$ cat config.mk
export PLATFORM = sky130hd
export DESIGN_NAME = fpu_issue_sequencer_flat
export DESIGN_NICKNAME = d
export VERILOG_FILES = /design/src/rtl/fpu_ctrl_pkg.sv /design/src/rtl/fpu_issue_sequencer_if.sv /design/src/rtl/fpu_watchdog.sv /design/src/rtl/fpu_issue_sequencer.sv /design/src/flat_wrapper.sv
export SDC_FILE = /design/constraint.sdc
export NUM_CORES = 1
export LEC_CHECK = 0
export BUFFER_PORTS_ARGS = -buffer_cell sky130_fd_sc_hd__buf_2
export CAP_MARGIN = 20
export CORE_UTILIZATION = 25
export CTS_CLUSTER_SIZE = 24
export DETAILED_ROUTE_END_ITERATION = 8
export PLACE_DENSITY = 0.47
export SYNTH_ARGS = -nofsm -noshare
export SYNTH_HDL_FRONTEND = slang
export SYNTH_SLANG_ARGS = --single-unit
$ cat constraint.sdc
create_clock -name clk -period 3.2 [get_ports clk]
set_clock_uncertainty 0.2 [all_clocks]
set_input_delay 0.16 -clock clk [delete_from_list [all_inputs] [get_ports clk]]
set_output_delay 0.16 -clock clk [all_outputs]
set_load 0.01 [all_outputs]
$ cat src/rtl/fpu_ctrl_pkg.sv
// -----------------------------------------------------------------------------
// fpu_ctrl_pkg
// Shared definitions for the FP issue sequencer: opcode field positions,
// sequencer state encoding, error codes, the canonical quiet NaN returned on
// error, and the opcode legality check.
// -----------------------------------------------------------------------------
package fpu_ctrl_pkg;

  // Opcode layout: bit 0 is the modifier (sub/neg), bits 4:1 one-hot unit select.
  localparam int OP_W      = 5;
  localparam int OP_MOD    = 0;
  localparam int OP_SEL_LO = 1;
  localparam int OP_SEL_HI = 4;

  localparam logic [31:0] QNAN    = 32'h7FC0_0000;
  localparam logic [4:0]  FLAG_NV = 5'b10000;

  localparam logic [1:0] ERR_OK      = 2'b00;
  localparam logic [1:0] ERR_ILLEGAL = 2'b01;
  localparam logic [1:0] ERR_TIMEOUT = 2'b10;

  typedef enum logic [1:0] {
    IDLE  = 2'd0,
    ISSUE = 2'd1,
    WAIT  = 2'd2,
    RESP  = 2'd3
  } seq_state_t;

  // Legal when exactly one unit-select bit is set; the modifier bit is free.
  function automatic logic op_legal(input logic [OP_W-1:0] op);
    logic [OP_SEL_HI-OP_SEL_LO:0] sel;
    sel = op[OP_SEL_HI:OP_SEL_LO];
    return (sel != '0) && ((sel & (sel - 1'b1)) == '0);
  endfunction

  function automatic logic op_is_mod(input logic [OP_W-1:0] op);
    return op[OP_MOD];
  endfunction

endpackage

$ cat src/rtl/fpu_issue_sequencer_if.sv
// -----------------------------------------------------------------------------
// fpu_issue_sequencer_if
// Bundles the three channels around the sequencer:
//   req_*  front end -> sequencer request (valid/ready)
//   alu_*  sequencer <-> ALU (start pulse, held operands, done pulse)
//   rsp_*  sequencer -> consumer response (valid/ready)
// Handshake rule for req and rsp: a transfer happens on a rising clock edge
// where valid and ready are both 1; once valid is raised the payload stays
// stable until that transfer, and valid never depends combinationally on ready.
// modport slave is the sequencer side, modport master the environment side.
// -----------------------------------------------------------------------------
interface fpu_issue_sequencer_if #(
  parameter int WIDTH = 32
);
  logic             req_valid;
  logic             req_ready;
  logic [4:0]       req_opcode;
  logic [WIDTH-1:0] req_a;
  logic [WIDTH-1:0] req_b;

  logic             alu_start;
  logic [4:0]       alu_op;
  logic [WIDTH-1:0] alu_a;
  logic [WIDTH-1:0] alu_b;
  logic             alu_done;
  logic [WIDTH-1:0] alu_result;
  logic [4:0]       alu_flags;

  logic             rsp_valid;
  logic             rsp_ready;
  logic [WIDTH-1:0] rsp_result;
  logic [4:0]       rsp_flags;
  logic [1:0]       rsp_err;
  logic [4:0]       rsp_opcode;

  modport slave (
    input  req_valid, req_opcode, req_a, req_b,
    output req_ready,
    output alu_start, alu_op, alu_a, alu_b,
    input  alu_done, alu_result, alu_flags,
    output rsp_valid, rsp_result, rsp_flags, rsp_err, rsp_opcode,
    input  rsp_ready
  );

  modport master (
    output req_valid, req_opcode, req_a, req_b,
    input  req_ready,
    input  alu_start, alu_op, alu_a, alu_b,
    output alu_done, alu_result, alu_flags,
    input  rsp_valid, rsp_result, rsp_flags, rsp_err, rsp_opcode,
    output rsp_ready
  );

endinterface

$ cat src/rtl/fpu_watchdog.sv
// -----------------------------------------------------------------------------
// fpu_watchdog
// Counts cycles while enabled and flags the last allowed cycle.
//   clk, rst_n  clock / async active-low reset
//   clear       zero the counter (has priority over enable)
//   enable      count this cycle
//   expired     1 while enabled and the count has reached TIMEOUT-1, i.e. in
//               the TIMEOUT-th enabled cycle after a clear
// -----------------------------------------------------------------------------
module fpu_watchdog #(
  parameter  int TIMEOUT = 64,
  localparam int CNT_W   = $clog2(TIMEOUT + 1)
) (
  input  logic clk,
  input  logic rst_n,
  input  logic clear,
  input  logic enable,
  output logic expired
);

  localparam logic [CNT_W-1:0] LAST = CNT_W'(TIMEOUT - 1);

  logic [CNT_W-1:0] cnt;

  // Saturates at LAST so a stalled enable can never wrap back to zero.
  always_ff @(posedge clk or negedge rst_n) begin
    if (!rst_n) begin
      cnt <= '0;
    end else if (clear) begin
      cnt <= '0;
    end else if (enable && (cnt != LAST)) begin
      cnt <= cnt + CNT_W'(1);
    end
  end

  assign expired = enable && (cnt == LAST);

endmodule

$ cat src/rtl/fpu_issue_sequencer.sv
// -----------------------------------------------------------------------------
// fpu_issue_sequencer
// Single-issue sequencer between the instruction front end and the FP ALU.
// Ports:
//   clk, rst_n   clock / async active-low reset
//   bus          fpu_issue_sequencer_if.slave: req_* request channel, alu_*
//                ALU drive/return, rsp_* response channel
//   state        current sequencer state (debug visibility)
// Flow: IDLE -> ISSUE -> WAIT -> RESP -> IDLE, or IDLE -> RESP for an illegal
// opcode. All outputs are registered; only one operation is ever in flight.
// -----------------------------------------------------------------------------
module fpu_issue_sequencer
  import fpu_ctrl_pkg::*;
#(
  parameter  int WIDTH   = 32,
  parameter  int TIMEOUT = 64,
  localparam int CNT_W   = $clog2(TIMEOUT + 1)
) (
  input  logic                         clk,
  input  logic                         rst_n,
  fpu_issue_sequencer_if.slave         bus,
  output seq_state_t                   state
);

  logic wd_expired;

  // Cleared during ISSUE so the first WAIT cycle sees a count of zero.
  fpu_watchdog #(
    .TIMEOUT (TIMEOUT)
  ) u_watchdog (
    .clk     (clk),
    .rst_n   (rst_n),
    .clear   (state == ISSUE),
    .enable  (state == WAIT),
    .expired (wd_expired)
  );

  // alu_op/a/b double as the captured request registers; they are zeroed on
  // leaving WAIT so the ALU sees a quiet bus outside ISSUE..WAIT.
  always_ff @(posedge clk or negedge rst_n) begin
    if (!rst_n) begin
      state          <= IDLE;
      bus.req_ready  <= 1'b1;
      bus.alu_start  <= 1'b0;
      bus.alu_op     <= '0;
      bus.alu_a      <= '0;
      bus.alu_b      <= '0;
      bus.rsp_valid  <= 1'b0;
      bus.rsp_result <= '0;
      bus.rsp_flags  <= '0;
      bus.rsp_err    <= '0;
      bus.rsp_opcode <= '0;
    end else begin
      case (state)
        IDLE: begin
          if (bus.req_valid && bus.req_ready) begin
            bus.req_ready <= 1'b0;
            if (op_legal(bus.req_opcode)) begin
              state         <= ISSUE;
              bus.alu_start <= 1'b1;
              bus.alu_op    <= bus.req_opcode;
              bus.alu_a     <= bus.req_a;
              bus.alu_b     <= bus.req_b;
            end else begin
              state          <= RESP;
              bus.rsp_valid  <= 1'b1;
              bus.rsp_result <= WIDTH'(QNAN);
              bus.rsp_flags  <= FLAG_NV;
              bus.rsp_err    <= ERR_ILLEGAL;
              bus.rsp_opcode <= bus.req_opcode;
            end
          end
        end

        ISSUE: begin
          bus.alu_start <= 1'b0;
          state         <= WAIT;
        end

        WAIT: begin
          // done is tested first so a done in the expiring cycle still wins.
          if (bus.alu_done || wd_expired) begin
            state          <= RESP;
            bus.rsp_valid  <= 1'b1;
            bus.rsp_opcode <= bus.alu_op;
            bus.alu_op     <= '0;
            bus.alu_a      <= '0;
            bus.alu_b      <= '0;
            if (bus.alu_done) begin
              bus.rsp_result <= bus.alu_result;
              bus.rsp_flags  <= bus.alu_flags;
              bus.rsp_err    <= ERR_OK;
            end else begin
              bus.rsp_result <= WIDTH'(QNAN);
              bus.rsp_flags  <= FLAG_NV;
              bus.rsp_err    <= ERR_TIMEOUT;
            end
          end
        end

        RESP: begin
          // req_ready only rises next cycle: no accept in the retire cycle.
          if (bus.rsp_ready) begin
            state         <= IDLE;
            bus.rsp_valid <= 1'b0;
            bus.req_ready <= 1'b1;
          end
        end

        default: begin
          state         <= IDLE;
          bus.req_ready <= 1'b1;
        end
      endcase
    end
  end

endmodule

$ cat src/flat_wrapper.sv
// flat-port wrapper written by rule: the top's interface ports become plain ports
module fpu_issue_sequencer_flat import fpu_ctrl_pkg::*;
#(
  parameter  int WIDTH   = 32,
  parameter  int TIMEOUT = 64,
  localparam int CNT_W   = $clog2(TIMEOUT + 1)
)
  (clk, rst_n, state, bus_req_valid, bus_req_opcode, bus_req_a, bus_req_b, bus_req_ready, bus_alu_start, bus_alu_op, bus_alu_a, bus_alu_b, bus_alu_done, bus_alu_result, bus_alu_flags, bus_rsp_valid, bus_rsp_result, bus_rsp_flags, bus_rsp_err, bus_rsp_opcode, bus_rsp_ready);
  fpu_issue_sequencer_if #(.WIDTH(WIDTH)) bus_i ();
  input  logic clk;
  input  logic rst_n;
  output seq_state_t state;
  input wire logic [$bits(bus_i.req_valid)-1:0] bus_req_valid;
  input wire logic [$bits(bus_i.req_opcode)-1:0] bus_req_opcode;
  input wire logic [$bits(bus_i.req_a)-1:0] bus_req_a;
  input wire logic [$bits(bus_i.req_b)-1:0] bus_req_b;
  output wire logic [$bits(bus_i.req_ready)-1:0] bus_req_ready;
  output wire logic [$bits(bus_i.alu_start)-1:0] bus_alu_start;
  output wire logic [$bits(bus_i.alu_op)-1:0] bus_alu_op;
  output wire logic [$bits(bus_i.alu_a)-1:0] bus_alu_a;
  output wire logic [$bits(bus_i.alu_b)-1:0] bus_alu_b;
  input wire logic [$bits(bus_i.alu_done)-1:0] bus_alu_done;
  input wire logic [$bits(bus_i.alu_result)-1:0] bus_alu_result;
  input wire logic [$bits(bus_i.alu_flags)-1:0] bus_alu_flags;
  output wire logic [$bits(bus_i.rsp_valid)-1:0] bus_rsp_valid;
  output wire logic [$bits(bus_i.rsp_result)-1:0] bus_rsp_result;
  output wire logic [$bits(bus_i.rsp_flags)-1:0] bus_rsp_flags;
  output wire logic [$bits(bus_i.rsp_err)-1:0] bus_rsp_err;
  output wire logic [$bits(bus_i.rsp_opcode)-1:0] bus_rsp_opcode;
  input wire logic [$bits(bus_i.rsp_ready)-1:0] bus_rsp_ready;
  assign bus_i.req_valid = bus_req_valid;
  assign bus_i.req_opcode = bus_req_opcode;
  assign bus_i.req_a = bus_req_a;
  assign bus_i.req_b = bus_req_b;
  assign bus_req_ready = bus_i.req_ready;
  assign bus_alu_start = bus_i.alu_start;
  assign bus_alu_op = bus_i.alu_op;
  assign bus_alu_a = bus_i.alu_a;
  assign bus_alu_b = bus_i.alu_b;
  assign bus_i.alu_done = bus_alu_done;
  assign bus_i.alu_result = bus_alu_result;
  assign bus_i.alu_flags = bus_alu_flags;
  assign bus_rsp_valid = bus_i.rsp_valid;
  assign bus_rsp_result = bus_i.rsp_result;
  assign bus_rsp_flags = bus_i.rsp_flags;
  assign bus_rsp_err = bus_i.rsp_err;
  assign bus_rsp_opcode = bus_i.rsp_opcode;
  assign bus_i.rsp_ready = bus_rsp_ready;
  fpu_issue_sequencer #(.WIDTH(WIDTH), .TIMEOUT(TIMEOUT)) u_core (.clk(clk), .rst_n(rst_n), .bus(bus_i), .state(state));
endmodule
==> flow_summary.html <==
<table>
<tr><th>Metric</th><th>Value</th></tr>
<tr><th colspan="2">Timing</th></tr>
<tr><td>Final-report setup violation count</td><td>0</td></tr>
<tr><td>Minimum setup slack in the final design</td><td>between 0.4 and 0.5 ns</td></tr>
<tr><td>Relative slew margins</td><td>between 40% and 50%</td></tr>
<tr><td>Shortest period the worst path allows</td><td>2.748 ns</td></tr>
<tr><td>Tcrit/Tclk final</td><td>a little under nine tenths</td></tr>
<tr><td>Max-slew violations</td><td>0</td></tr>
<tr><td>Transition time at the pin with the least slew margin</td><td>0.8767 ns</td></tr>
<tr><td>RSZ-0062 raised after global routing</td><td>false</td></tr>
<tr><td>Final TNS setup</td><td>0 ns</td></tr>
<tr><td>Hold Vio Cnt, Final</td><td>0</td></tr>
<tr><td>Achievable clock frequency</td><td>363.9 MHz</td></tr>
<tr><td>Min Hold Slack</td><td>roughly 0.017 ns</td></tr>
<tr><th colspan="2">Worst setup path</th></tr>
<tr><td>Capturing element type of the critical path</td><td>register</td></tr>
<tr><td>Critical path required time</td><td>around 3.3 ns</td></tr>
<tr><td>Worst Path Class, Setup</td><td>reg2reg</td></tr>
<tr><td>Setup crit start kind</td><td>register</td></tr>
<tr><td>Capture point of the worst reg-to-reg path</td><td>u_core.bus.alu_a[12]</td></tr>
<tr><td>Reg-to-Reg Start</td><td>u_core.state[0]</td></tr>
<tr><td>Most used cell along the critical path</td><td>sky130_fd_sc_hd__inv_1</td></tr>
<tr><td>Family with the most delay on the worst path</td><td>buffers and inverters</td></tr>
<tr><td>FF-to-FF setup slack</td><td>between 0.4 and 0.5 ns</td></tr>
<tr><td>Delay of the slowest critical-path stage</td><td>between 0.4 and 0.5 ns</td></tr>
<tr><td>Arrival @ worst endpoint</td><td>2.84 ns</td></tr>
<tr><td>Crit-path cells</td><td>inv_1 &gt; ha_1 &gt; inv_1 &gt; a21oi_1 &gt; a2111o_2 &gt; buf_12 &gt; mux2_2</td></tr>
<tr><td>Count of buffer and inverter cells on the critical path</td><td>3</td></tr>
<tr><td>Last element of the critical path</td><td>u_core.bus.alu_a[12]</td></tr>
<tr><td>Number of cells on the critical path</td><td>7</td></tr>
<tr><td>CP max FO</td><td>69</td></tr>
<tr><td>Path depth of the worst reg2reg path</td><td>7</td></tr>
<tr><td>Slowest library cell on the worst path</td><td>sky130_fd_sc_hd__ha_1</td></tr>
<tr><td>Worst setup path startpoint</td><td>u_core.state[0]</td></tr>
<tr><th colspan="2">Detailed routing</th></tr>
<tr><td>Antenna Nets Post-Route</td><td>0</td></tr>
<tr><td>Vias after detailed routing</td><td>between 4,000 and 5,000</td></tr>
<tr><td>Drt wl/cell</td><td>13.77 µm</td></tr>
<tr><td>Drt total wl</td><td>between 10 and 15 mm</td></tr>
<tr><td>Violation count after the first detailed-routing iteration</td><td>between 150 and 200</td></tr>
<tr><td>Post-detailed-route via-to-cell ratio</td><td>4.290</td></tr>
<tr><td>First-pass iteration count of the detailed router</td><td>4</td></tr>
<tr><td>Remaining DRCs</td><td>0</td></tr>
<tr><th colspan="2">Final layout</th></tr>
<tr><td>Synthesis-to-finish area growth</td><td>53.57%</td></tr>
<tr><td>Ant. Diodes</td><td>0</td></tr>
<tr><td>Final #Nets</td><td>905</td></tr>
<tr><td>Sequential cell area</td><td>3129 µm²</td></tr>
<tr><td>Utilization of the core after routing</td><td>approximately two fifths</td></tr>
<tr><td>Share of final-layout standard cells stronger than drive strength 1</td><td>45.76%</td></tr>
<tr><td>Final design area excluding fillers</td><td>8856 µm²</td></tr>
<tr><td>Footprint of the multi-input gates</td><td>2436 µm²</td></tr>
<tr><td>Layout fillers</td><td>about 2,200</td></tr>
<tr><th colspan="2">CTS</th></tr>
<tr><td>CTS tree</td><td>yes</td></tr>
<tr><td>TritonCTS Buffers</td><td>17</td></tr>
<tr><td>Worst-path clk slew</td><td>around 0.06 ns</td></tr>
<tr><td>Number of instances resized during post-cts repair</td><td>0</td></tr>
<tr><td>CTS Root Buffer Type</td><td>sky130_fd_sc_hd__clkbuf_16</td></tr>
<tr><td>H-tree levels</td><td>4</td></tr>
<tr><td>Insertion delay to the later sink of the worst-skew pair</td><td>0.41 ns</td></tr>
<tr><td>Number of sinks driven by the clock tree</td><td>125</td></tr>
<tr><td>CTS Buffer Depth</td><td>2</td></tr>
<tr><th colspan="2">Synth</th></tr>
<tr><td>Ys flop type</td><td>sky130_fd_sc_hd__dfrtp_1</td></tr>
<tr><td>Fraction of the yosys area taken by sequential cells</td><td>54.26%</td></tr>
<tr><td>Post-synthesis area per instance</td><td>12.56 µm²</td></tr>
<tr><td>Library cells used by synthesis</td><td>37</td></tr>
<tr><td>Synthesized net count</td><td>around 580</td></tr>
<tr><td>Warning count from the yosys run</td><td>0</td></tr>
<tr><td>Share of flip-flops with an asynchronous set or reset after synthesis</td><td>100.0%</td></tr>
<tr><td>Mapped Cells</td><td>approximately 460</td></tr>
<tr><td>Register bit count reported by yosys</td><td>125</td></tr>
<tr><td>Cell area after synthesis</td><td>between 5000 and 6000 µm²</td></tr>
<tr><td>Number of flops mapped to enable cells by yosys</td><td>0</td></tr>
<tr><th colspan="2">Placement</th></tr>
<tr><td>GP Congestion</td><td>0.7218</td></tr>
<tr><td>Worst setup slack before clock tree synthesis</td><td>approximately 0.44 ns</td></tr>
<tr><td>Number of input and output port buffers inserted</td><td>228</td></tr>
<tr><td>Cell area after placement</td><td>7216 µm²</td></tr>
<tr><td>Placed wire-length estimate after detailed placement</td><td>9.877 mm</td></tr>
<tr><th colspan="2">Floorplan</th></tr>
<tr><td>Cell row count</td><td>55</td></tr>
<tr><td>Die width</td><td>153.9 µm</td></tr>
<tr><td>Area of the core</td><td>22,640 µm²</td></tr>
<tr><td>Initial Utilization</td><td>25.47%</td></tr>
<tr><td>Height of the chip</td><td>around 150 µm</td></tr>
<tr><td>Full die area</td><td>23,680 µm²</td></tr>
<tr><td>Number of top-level design ports</td><td>229</td></tr>
<tr><th colspan="2">Global route</th></tr>
<tr><td>First-pass GRT wire length</td><td>25.21 mm</td></tr>
<tr><td>Total GRT Usage</td><td>13.42%</td></tr>
<tr><td>Antenna violations before repair</td><td>0</td></tr>
<tr><td>Pin count of the biggest net entering global routing</td><td>87</td></tr>
<tr><td>Gr ovfl total</td><td>0</td></tr>
<tr><td>Number of global-route vias before repair</td><td>5,095</td></tr>
<tr><th colspan="2">Run status</th></tr>
<tr><td>Run status</td><td>finished, final reports clean</td></tr>
<tr><th colspan="2">Flow run</th></tr>
<tr><td>Number of max-capacitance violations reported</td><td>0</td></tr>
<tr><th colspan="2">Min path</th></tr>
<tr><td>Hold Path Class</td><td>in2reg</td></tr>
<tr><th colspan="2">Pwr</th></tr>
<tr><td>Reported leakage power</td><td>4.516 nW</td></tr>
<tr><td>Power per standard cell area</td><td>just under 1000 nW/µm²</td></tr>
<tr><td>Worst vdd ir</td><td>roughly 0.52 mV</td></tr>
</table>
-- sequential cells by signal, indices dropped and copies added, names as in the netlist --
name	count
u_core.bus.req_ready	1
u_core.state	2
u_core.bus.rsp_valid	1
u_core.u_watchdog.cnt	7
u_core.bus.alu_start	1
u_core.bus.rsp_err	2
u_core.bus.rsp_result	32
u_core.bus.alu_a	32
u_core.bus.alu_op	5
u_core.bus.rsp_flags	5
u_core.bus.alu_b	32
u_core.bus.rsp_opcode	5
-- cell usage in the layout (no fill, tap or decap), types with 2 or more instances in the layout --
cell,instances
sky130_fd_sc_hd__clkinvlp_4,4
sky130_fd_sc_hd__nor2_1,17
sky130_fd_sc_hd__o311ai_0,2
sky130_fd_sc_hd__or4b_1,2
sky130_fd_sc_hd__and3_1,28
sky130_fd_sc_hd__o211ai_1,2
sky130_fd_sc_hd__clkbuf_16,17
sky130_fd_sc_hd__buf_2,227
sky130_fd_sc_hd__bufinv_16,2
sky130_fd_sc_hd__xor2_1,5
sky130_fd_sc_hd__ha_1,4
sky130_fd_sc_hd__a41oi_1,2
sky130_fd_sc_hd__o21ai_0,4
sky130_fd_sc_hd__mux2_2,87
sky130_fd_sc_hd__nand3_1,3
sky130_fd_sc_hd__dfrtp_1,124
sky130_fd_sc_hd__nand2_1,3
sky130_fd_sc_hd__mux2i_1,20
sky130_fd_sc_hd__nand2b_1,2
sky130_fd_sc_hd__clkinv_2,4
sky130_fd_sc_hd__o2111ai_1,2
sky130_fd_sc_hd__mux2_4,10
sky130_fd_sc_hd__buf_4,3
sky130_fd_sc_hd__inv_6,2
sky130_fd_sc_hd__a21oi_1,8
sky130_fd_sc_hd__dlygate4sd3_1,106
sky130_fd_sc_hd__and2_1,2
sky130_fd_sc_hd__inv_1,20
sky130_fd_sc_hd__clkinv_4,2
sky130_fd_sc_hd__buf_12,3
sky130_fd_sc_hd__nor2b_1,71
-- cells by family (layout without fill, tap and decap cells) --
family                   after synthesis  count (layout)  synth area share (%)
AND/OR/NAND/NOR                      131             131                 13.41
flip-flops                           125             125                 54.26
multiplexers                         117             117                 23.06
buffers and inverters                 49             392                 3.732
AO/OA/AOI/OAI                         26              26                 3.537
XOR/XNOR                               6               6                0.9113
adder cells (fa/ha/maj)                5               5                 1.085
-- worst reg2reg max path: cells and delay by family, from the launching register on --
family | cells | cell delay (ns)
mux | 1 | 0.49
fa+ha+maj | 1 | 0.42
compound gates | 2 | 0.56
buf+inv | 3 | 0.57
flops | 1 | 0.41
-- per-stage QoR --
stage / cells / total power [mW]
floorplan: 459 / 5.437
global placement: 948 / 6.677
detailed placement: 948 / 6.816
CTS: 1086 / 8.882
global route: 1087 / 9.341
finish: 1087 / 8.673
-- Yosys cell counts, types with 2 or more instances --
library cell	instances	area, µm²
sky130_fd_sc_hd__nand2b_1	2	12.51
sky130_fd_sc_hd__and2_1	2	12.51
sky130_fd_sc_hd__buf_1	2	7.510
sky130_fd_sc_hd__o311ai_0	2	17.52
sky130_fd_sc_hd__mux2_4	10	150.1
sky130_fd_sc_hd__nand3_1	3	15.01
sky130_fd_sc_hd__o211ai_1	2	15.01
sky130_fd_sc_hd__dfrtp_1	124	3103
sky130_fd_sc_hd__a41oi_1	2	17.52
sky130_fd_sc_hd__inv_1	20	75.07
sky130_fd_sc_hd__mux2i_1	20	200.2
sky130_fd_sc_hd__ha_1	5	62.56
sky130_fd_sc_hd__o21ai_0	4	20.02
sky130_fd_sc_hd__clkbuf_1	15	56.30
sky130_fd_sc_hd__nor2b_1	71	444.2
sky130_fd_sc_hd__buf_2	10	50.05
sky130_fd_sc_hd__xor2_1	5	43.79
sky130_fd_sc_hd__nand2_1	3	11.26
sky130_fd_sc_hd__or4b_1	2	20.02
sky130_fd_sc_hd__mux2_2	87	979.7
sky130_fd_sc_hd__and3_1	28	175.2
sky130_fd_sc_hd__nor2_1	17	63.81
sky130_fd_sc_hd__a21oi_1	8	40.04
sky130_fd_sc_hd__o2111ai_1	2	17.52
-- worst min path at each step --
stage	from	endpoint	slack, ns	cells after the start
2_1_floorplan	rst_n	u_core.bus.alu_a[0]	-0.34	0
3_3_place_gp	rst_n	u_core.bus.alu_a[6]	0.04	1
3_5_place_dp	rst_n	u_core.bus.alu_a[6]	0.05	1
4_1_cts	bus_req_opcode[3]	u_core.bus.alu_op[3]	0.004	3
5_1_grt	bus_req_opcode[4]	u_core.bus.alu_op[4]	0.04	3
6_report	bus_req_opcode[3]	u_core.bus.alu_op[3]	0.02	3
-- report_power, final --
| part | switching, mW | leakage [nW] | internal, mW | total, mW |
|---|---|---|---|---|
| clock network | 0.732 | 0.272 | 1.15 | 1.88 |
| logic | 1.99 | 2.68 | 2.06 | 4.05 |
| registers | 0.400 | 1.56 | 2.35 | 2.75 |
| total | 3.12 | 4.52 | 5.55 | 8.67 |
-- timing repair --
action | 4_1_cts | 5_1_grt
hold buffers | 106 | 0
hold endpoints to repair | 157 | 0
buffers inserted | 0 | 0
-- area by class of cell --
type	count	share of cell area, %
Inverter	20	0.8477
Sequential cell	125	35.33
Clock buffer	18	4.846
Timing Repair Buffer	340	25.80
Clock inverter	14	1.639
Tap cell	285	4.027
Multi-Input combinational cell	285	27.51
-- per-layer routing --
metal | GRT usage [%] | wire, µm | vias to the layer above
met2 | 24.63 | 7708 | 163
met3 | 4.791 | 974 | 12
met4 | 4.333 | 170 | 0
li1 | - | - | 2226
met1 | 14.21 | 6118 | 2262
met5 | 0 | 0 | -
(Power assumes the default switching activity.)
